--- config.mk ---
export PLATFORM = sky130hd
export DESIGN_NAME = pc_unit
export DESIGN_NICKNAME = d
export VERILOG_FILES = /design/src/rtl/pipeline_pkg.sv /design/src/rtl/ras_stack.sv /design/src/rtl/pc_unit.sv
export SDC_FILE = /design/constraint.sdc
export NUM_CORES = 1
export LEC_CHECK = 0
export ABC_AREA = 0
export BUFFER_PORTS_ARGS = -buffer_cell sky130_fd_sc_hd__buf_4
export CAP_MARGIN = 15
export CORE_UTILIZATION = 57
export CTS_CLUSTER_DIAMETER = 60
export DETAILED_ROUTE_END_ITERATION = 6
export PLACE_DENSITY = 0.81
export REMOVE_ABC_BUFFERS = 1
export SLEW_MARGIN = 40
export SYNTH_ARGS = -nofsm -noshare
export SYNTH_HDL_FRONTEND = slang
export SYNTH_SLANG_ARGS = --single-unit
export TNS_END_PERCENT = 100
--- constraint.sdc ---
create_clock -name i_clk -period 6.35 [get_ports i_clk]
set_input_delay 0.9525 -clock i_clk [delete_from_list [all_inputs] [get_ports i_clk]]
set_output_delay 0.9525 -clock i_clk [all_outputs]
set_load 0.01 [all_outputs]
--- src/rtl/pipeline_pkg.sv ---
// Shared pipeline types and defaults.
// Holds PC unit widths and the RUN/HALTED state encoding.
package pipeline_pkg;

  localparam int PC_SZ_DEF      = 32;
  localparam int INST_BYTES_DEF = 4;

  typedef enum logic {
    ST_RUN    = 1'b0,
    ST_HALTED = 1'b1
  } pc_state_e;

endpackage

--- src/rtl/ras_stack.sv ---
// Circular return-address stack.
// Ports: i_clk, i_reset, i_push/i_pop with i_data, o_top,
// o_empty/o_full, sticky o_ovf (push over full), o_unf (pop on empty).
module ras_stack
  import pipeline_pkg::*;
#(
  parameter int DW     = PC_SZ_DEF,
  parameter int DEPTH  = 4,
  parameter int PTR_SZ = 2
) (
  input  logic          i_clk,
  input  logic          i_reset,
  input  logic          i_push,
  input  logic          i_pop,
  input  logic [DW-1:0] i_data,
  output logic [DW-1:0] o_top,
  output logic          o_empty,
  output logic          o_full,
  output logic          o_ovf,
  output logic          o_unf
);

  localparam logic [PTR_SZ:0] CNT_MAX =
    (PTR_SZ+1)'(DEPTH);

  logic [DW-1:0]     mem [DEPTH];
  logic [PTR_SZ-1:0] ptr;
  logic [PTR_SZ-1:0] top_idx;
  logic [PTR_SZ:0]   cnt;

  // ptr is the next free slot; top is one below it
  assign top_idx = ptr - PTR_SZ'(1);
  assign o_top   = mem[top_idx];
  assign o_empty = (cnt == '0);
  assign o_full  = (cnt == CNT_MAX);

  always_ff @(posedge i_clk or posedge i_reset) begin
    if (i_reset) begin
      for (int i = 0; i < DEPTH; i++)
        mem[i] <= '0;
      ptr   <= '0;
      cnt   <= '0;
      o_ovf <= 1'b0;
      o_unf <= 1'b0;
    end else if (i_push) begin
      // when full, ptr already sits on the
      // oldest entry, so this overwrites it
      mem[ptr] <= i_data;
      ptr      <= ptr + PTR_SZ'(1);
      if (o_full)
        o_ovf <= 1'b1;
      else
        cnt <= cnt + 1'b1;
    end else if (i_pop) begin
      if (o_empty) begin
        o_unf <= 1'b1;
      end else begin
        ptr <= top_idx;
        cnt <= cnt - 1'b1;
      end
    end
  end

endmodule

--- src/rtl/pc_unit.sv ---
// IF-stage program counter with next-PC select, RAS and halt/step.
// Ports: i_clk, i_reset, run/step gating, redirects, o_pc, o_pc_plus, status.
module pc_unit
  import pipeline_pkg::*;
#(
  parameter int                PC_SZ        = PC_SZ_DEF,
  parameter int                INST_BYTES   = INST_BYTES_DEF,
  parameter logic [PC_SZ-1:0]  RESET_VECTOR = '0,
  parameter int                RAS_DEPTH    = 4,
  parameter int                RAS_PTR_SZ   = 2
) (
  input  logic             i_clk,
  input  logic             i_reset,
  input  logic             i_enable,
  input  logic             i_step_mode,
  input  logic             i_step,
  input  logic             i_stall_pc_HD,
  input  logic             i_branch_taken,
  input  logic [PC_SZ-1:0] i_branch_addr,
  input  logic             i_jump,
  input  logic [PC_SZ-1:0] i_jump_addr,
  input  logic             i_call,
  input  logic             i_ret,
  input  logic             i_halt,
  output logic [PC_SZ-1:0] o_pc,
  output logic [PC_SZ-1:0] o_pc_plus,
  output logic             o_halted,
  output logic             o_ras_empty,
  output logic             o_ras_full,
  output logic             o_ras_ovf,
  output logic             o_ras_unf
);

  pc_state_e        state, state_nxt;
  logic [PC_SZ-1:0] pc_nxt;
  logic [PC_SZ-1:0] ras_top;
  logic             go;
  logic             push, pop;

  assign o_pc_plus = o_pc + PC_SZ'(INST_BYTES);
  assign o_halted  = (state == ST_HALTED);
  assign go = (state == ST_RUN) & i_enable &
              (~i_step_mode | i_step);

  always_comb begin
    pc_nxt    = o_pc;
    state_nxt = state;
    push      = 1'b0;
    pop       = 1'b0;
    if (i_branch_taken && go) begin
      // flush redirect overrides a stall
      pc_nxt = i_branch_addr;
    end else if (i_stall_pc_HD || !go) begin
      pc_nxt = o_pc;
    end else if (i_halt) begin
      state_nxt = ST_HALTED;
    end else if (i_ret) begin
      pop    = 1'b1;
      pc_nxt = o_ras_empty ? o_pc_plus : ras_top;
    end else if (i_jump) begin
      push   = i_call;
      pc_nxt = i_jump_addr;
    end else begin
      pc_nxt = o_pc_plus;
    end
  end

  always_ff @(posedge i_clk or posedge i_reset) begin
    if (i_reset) begin
      o_pc  <= RESET_VECTOR;
      state <= ST_RUN;
    end else begin
      o_pc  <= pc_nxt;
      state <= state_nxt;
    end
  end

  ras_stack #(
    .DW     (PC_SZ),
    .DEPTH  (RAS_DEPTH),
    .PTR_SZ (RAS_PTR_SZ)
  ) u_ras (
    .i_clk   (i_clk),
    .i_reset (i_reset),
    .i_push  (push),
    .i_pop   (pop),
    .i_data  (o_pc_plus),
    .o_top   (ras_top),
    .o_empty (o_ras_empty),
    .o_full  (o_ras_full),
    .o_ovf   (o_ras_ovf),
    .o_unf   (o_ras_unf)
  );

endmodule

# [Yosys cells after proc, flatten, opt, wreduce, memory -nomap -nowiden]
# Cells that the tools add are included.
# Widths: inputs -> output; s select.
[word_totals] register_bits=168 in_bits=75 output_inout_bits=69
[classes] addsub=5 magnitude_cmp=3 eq_ne=5 n_mux=28 bitwise=10 reduce_logical=12
[ops] cell="$mux 32" n=9
[ops] cell="$bwmux 128" n=1
[ops] cell="$bmux 32 s2" n=1
[ops] cell="$demux 32 s2" n=1
[ops] cell="$add 32x3->32 const B" n=1
[ops] cell="$mux 3" n=4
[ops] cell="$mux 1" n=9
[ops] cell="$reduce_and 3->1" n=3
[ops] cell="$ge 3x3->1 const B" n=2
[ops] cell="$mux 2" n=3
[ops] cell="$not 2->3" n=2
[ops] cell="$reduce_and 2->1" n=3
[ops] cell="$not 1->1" n=5
[ops] cell="$ne 2x1->1 const B" n=2
[ops] cell="$ne 2x2->1 const B" n=2
[ops] cell="$add 3x1->3 const B" n=1
[ops] cell="$eq 3x3->1 const B" n=1
[ops] cell="$logic_not 3->1" n=1
[ops] cell="$lt 3x1->1 const B" n=1
[ops] cell="$sub 3x1->3 const B" n=1
[ops] cell="$add 2x1->2 const B" n=1
[ops] cell="$and 1x1->1" n=2
[ops] cell="$logic_and 1x1->1" n=2
[ops] cell="$reduce_bool 2->1" n=1
[ops] cell="4 further kinds" n=4

# [Depth between registers and ports, before layout]
[depth] ltp_word=10 ltp_mapped=11 mapped_depth_nobuf=7

# [Modules after synthesis]
# Synthesis repeated with hierarchy kept, for this count alone.
[unflattened] hier_cells=723 hier_area_um2=8984.9
[modules_own_cells] mod="ras_stack" n_inst=1 cells_per_inst=356 area_per_inst_um2=6037.0 seq_area_each_um2=3378.2
[modules_own_cells] mod="pc_unit" n_inst=1 cells_per_inst=367 area_per_inst_um2=2947.8 seq_area_each_um2=825.8

# [Worst setup path before layout]
# No wires, ideal clock.
[synth_path] path_kind="reg-to-reg" from="register u_ras.ptr[0]" to="register o_pc[25]" setup_time_ns=0.120 t_arrival_ns=2.934 required_time_ns=6.230 path_slack_ns=3.297 stages_incl_launch_ff=11 n_path_buf=4 period_less_slack_ns=3.053 path_cell_list="dfrtp_1 > clkbuf_1 > clkbuf_1 > inv_1 > ha_1 > buf_2 > buf_2 > mux4_2 > a221oi_1 > o21ai_0 > and3_1"
[synth_via] elab_chain_cells=10
[synth_rtl] item="start: declaration" line_no="ras_stack.sv:27" source="logic [PTR_SZ-1:0] ptr;"
[synth_rtl] item="start signal: assignment" line_no="ras_stack.sv:49" source="ptr <= ptr + PTR_SZ'(1);"
[synth_rtl] item="start signal: assignment" line_no="ras_stack.sv:58" source="ptr <= top_idx;"
[synth_rtl] item="$sub 2x1->2" line_no="ras_stack.sv:32" source="assign top_idx = ptr - PTR_SZ'(1);"
[synth_rtl] item="via u_ras.top_idx[0]" line_no="ras_stack.sv:28" source="logic [PTR_SZ-1:0] top_idx;"
[synth_rtl] item="$not 2->3 (not written as such)" line_no="ras_stack.sv:33" source="assign o_top = mem[top_idx];"
[synth_rtl] item="$bmux 32 s2" line_no="ras_stack.sv:33"
[synth_rtl] item="$mux 32 (not written as such) (2 in a row)" line_no="ras_stack.sv:33"
[synth_rtl] item="$mux 32" line_no="pc_unit.sv:59" source="pc_nxt = o_ras_empty ? o_pc_plus : ras_top;"
[synth_rtl] item="$mux 32" line_no="pc_unit.sv:57" source="end else if (i_ret) begin"
[synth_rtl] item="$mux 32" line_no="pc_unit.sv:55" source="end else if (i_halt) begin"
[synth_rtl] item="$mux 32" line_no="pc_unit.sv:53" source="end else if (i_stall_pc_HD || !go) begin"
[synth_rtl] item="$mux 32" line_no="pc_unit.sv:50" source="if (i_branch_taken && go) begin"
[synth_rtl] item="end signal: assignment" line_no="pc_unit.sv:73" source="o_pc <= pc_nxt;"
[synth_rtl] item="end: declaration" line_no="pc_unit.sv:25" source="output logic [PC_SZ-1:0] o_pc,"
# The timed path passes the listed nets, and every way through them passes these cells. The select of a mux whose other input is x is not followed.
# A chain may end at the register's enable or synchronous reset.

# [Final worst setup path]
[layout_path] from="register o_pc[2]" to="output port o_pc_plus[23]"
[layout_via] elab_chain_cells=1
[layout_rtl] item="$add 32x3->32" line_no="pc_unit.sv:40" source="assign o_pc_plus = o_pc + PC_SZ'(INST_BYTES);"
[layout_rtl] item="end: declaration" line_no="pc_unit.sv:26" source="output logic [PC_SZ-1:0] o_pc_plus,"
# No other way between the ends.

==> run summary <==
status -> finished, final reports clean
PwrDens -> 363 nW/µm²
P_leak -> 4.67 nW
post-synthesis register bit count -> 168
clock tree buffer depth -> 2
Max stage delay on crit path -> 850 ps
CTS root buf -> clkbuf_16
Tightest Pin Transition -> 850 ps
Starting Density -> 0.584
DRC errors left -> 0
CTS resizes -> 0
HP Class -> register to register
WP data required -> 5400 ps
detailed-route wire length -> 23600 µm
n_diodes -> 0
Sinks on Clock Net -> 168
Post-Syn Instances -> 845
Final period util -> 0.635
Final WS setup -> 2320 ps
largest net degree at the start of global routing -> 97
vias per cell -> 6.29
Iteration-0 DRC Markers -> 781
Slowest cell on crit path -> nor4_4
area added between synthesis and finish -> 21.1%
chip width -> 124 µm
Die Footprint -> 15400 µm²
warnings from Yosys -> 0
Hold Crit Depth -> 2
Final GP Congestion -> 0.777
Top Family by Delay on Critical Path -> simple AND/OR/NAND/NOR gates
initial antenna violation count -> 0
final std cells w/o fill -> 1155
CTS H-tree depth -> 4
Place WS -> 2810 ps
Min Clock Period, post-route -> 4030 ps
worst-path fanout max -> 11
GRT Total Usage -> 0.325
crit path DAT -> 3080 ps
critical path endpoint category -> output pin
core area -> 14500 µm²
Hold Crit Start -> u_ras.mem[10]
synthesized cell area -> 8480 µm²
CP bufs+invs -> 2
max cap viols -> 0
total number of vias -> 7261
Seq/Total Area, Yosys -> 0.496
Final Hold Viols -> 0
critical path depth -> 6
Register-to-Register Path Depth -> 8
Antenna Nets Post-Route -> 0
DR pass1 iterations -> 5
critical path class -> register to output pin
Design Area, Final -> 10300 µm²
Final Max Tran Viols -> 0
Post-DP Area -> 9690 µm²
first-pass GRT wire length -> 36700 µm
Num CTS Buffers -> 17
leading register cell type out of synthesis -> dfrtp_1
FFs w/ async S/R, synth -> 1.00
critical path startpoint -> o_pc[2]
worst r2r src -> u_ras.ptr[0]
dpl hpwl -> 14700 µm
Nets -> 1039
later-pin clock latency in the skew report -> 440 ps
DP Cell Count -> 1123
Synth cell types -> 56
CTS tree -> built
port bufs -> 143
Reg clk slew, reported paths -> 60 ps
number of post-CTS setup repair buffers -> 0
layout cells sized above 1 -> 0.263
Max Clock Freq -> 248 MHz
hold_buf cts -> 0
setup violators final -> 0
Worst setup SP type -> register
Fin Clk Skew -> 8.23 ps
Post-synth EDFFs -> 0
headroom to the max-slew limit -> 0.429
grt ovf -> 0
vias in the first global route -> 7131
maximum vdd ir drop -> 0.306 mV
CP cell instances -> nand4_2 > nor4_4 > nand3_1 > xor2_1 > inv_1 > buf_4
syn_area_per_cell -> 10.0 µm²
RSZ-0062 raised after global routing -> no
IO Pins -> 144
Die Ht -> 124 µm
row cnt -> 44
setup_tns -> 0 ps
drt wl/cell -> 20.4 µm
==> cell usage in the layout (no fill, tap or decap), types with 7 or more instances in the layout <==
cell type	n
a21o_1	7
a21oi_1	30
a221o_1	10
a221oi_1	15
and3_1	9
buf_4	155
clkbuf_16	17
dfrtp_1	168
inv_1	43
mux2_2	14
mux4_2	32
nand2_1	136
nand3_1	15
nand4_1	8
nor2_1	25
o21ai_0	97
o21ai_1	46
o22ai_1	11
xnor2_1	18
xor2_1	10
==> cells by family (layout without fill, tap and decap cells) <==
logic type	count (synthesis)	in the layout	synth area share
multiplexers	46	46	0.104
AND/OR/NAND/NOR	238	238	0.133
flip-flops	168	168	0.496
XOR/XNOR	28	28	0.0289
adder cells (fa/ha/maj)	6	6	0.00973
buffers and inverters	106	232	0.0491
AO/OA/AOI/OAI	253	253	0.180
==> stage by stage <==
step / util / total power, mW / hold WS, ps
after floorplan: - / 2.08 / 445
after global placement: 0.665 / 2.66 / 456
after detailed placement: 0.666 / 2.69 / 466
after CTS: 0.707 / 3.72 / 480
after global routing: 0.707 / 3.89 / 493
final: 0.707 / 3.73 / 482
==> final timing paths <==
| path | end | slack [ps] |
|---|---|---|
| max | o_pc_plus[23] | 2320 |
| min | u_ras.mem[10] | 480 |
| max reg2reg | o_pc[25] | 2840 |
| min reg2reg | u_ras.mem[10] | 480 |
| max in group asynchronous | o_pc[9] | 4660 |
| min in group asynchronous | o_pc[19] | 610 |
==> state kept, by name, summed over array words and instances, names as in the netlist <==
name / cells
u_ras.mem: 128
u_ras.o_ovf: 1
o_halted: 1
o_pc: 32
u_ras.cnt: 3
u_ras.ptr: 2
u_ras.o_unf: 1
==> synthesized netlist by cell type, types with 6 or more instances <==
library cell | n | area, µm²
a21o_1 | 7 | 52.6
a21oi_1 | 30 | 150
a221o_1 | 10 | 100
a221oi_1 | 15 | 131
and3_1 | 9 | 56.3
buf_2 | 9 | 45.0
clkbuf_1 | 50 | 188
dfrtp_1 | 168 | 4200
inv_1 | 44 | 165
mux2_2 | 14 | 158
mux4_2 | 32 | 721
nand2_1 | 138 | 518
nand3_1 | 19 | 95.1
nand4_1 | 8 | 50.1
nor2_1 | 26 | 97.6
nor3_1 | 6 | 30.0
o21ai_0 | 97 | 485
o21ai_1 | 46 | 230
o22ai_1 | 11 | 68.8
xnor2_1 | 18 | 158
xor2_1 | 10 | 87.6
==> tightest hold or removal path, delay by kind of cell (launching register included) <==
kind	cells	cell delay, ps
DFF	1	340
and+or+nand+nor	1	50
AOI/OAI and AO/OA	1	60
==> layer usage <==
layer | wire [µm] | GRT usage
met4 | 612 | 0.150
met3 | 1790 | 0.0742
met2 | 11700 | 0.527
met5 | 0 | 0
met1 | 9550 | 0.418
==> layout make-up <==
class	instances	area, µm²
clock inverters	8	93.8
flip-flops and latches	168	4200
repair buffers	156	1170
inverters	44	173
clock buffers	24	492
multi-input cells	571	3910
fillers	1096	4260
well taps	184	230
==> where the power goes <==
group / switching (mW) / internal (mW) / total [mW]
Sequential: 0.206 / 1.20 / 1.40
Combinational: 0.731 / 0.555 / 1.29
Clock: 0.421 / 0.618 / 1.04
(Power assumes the default switching activity.)
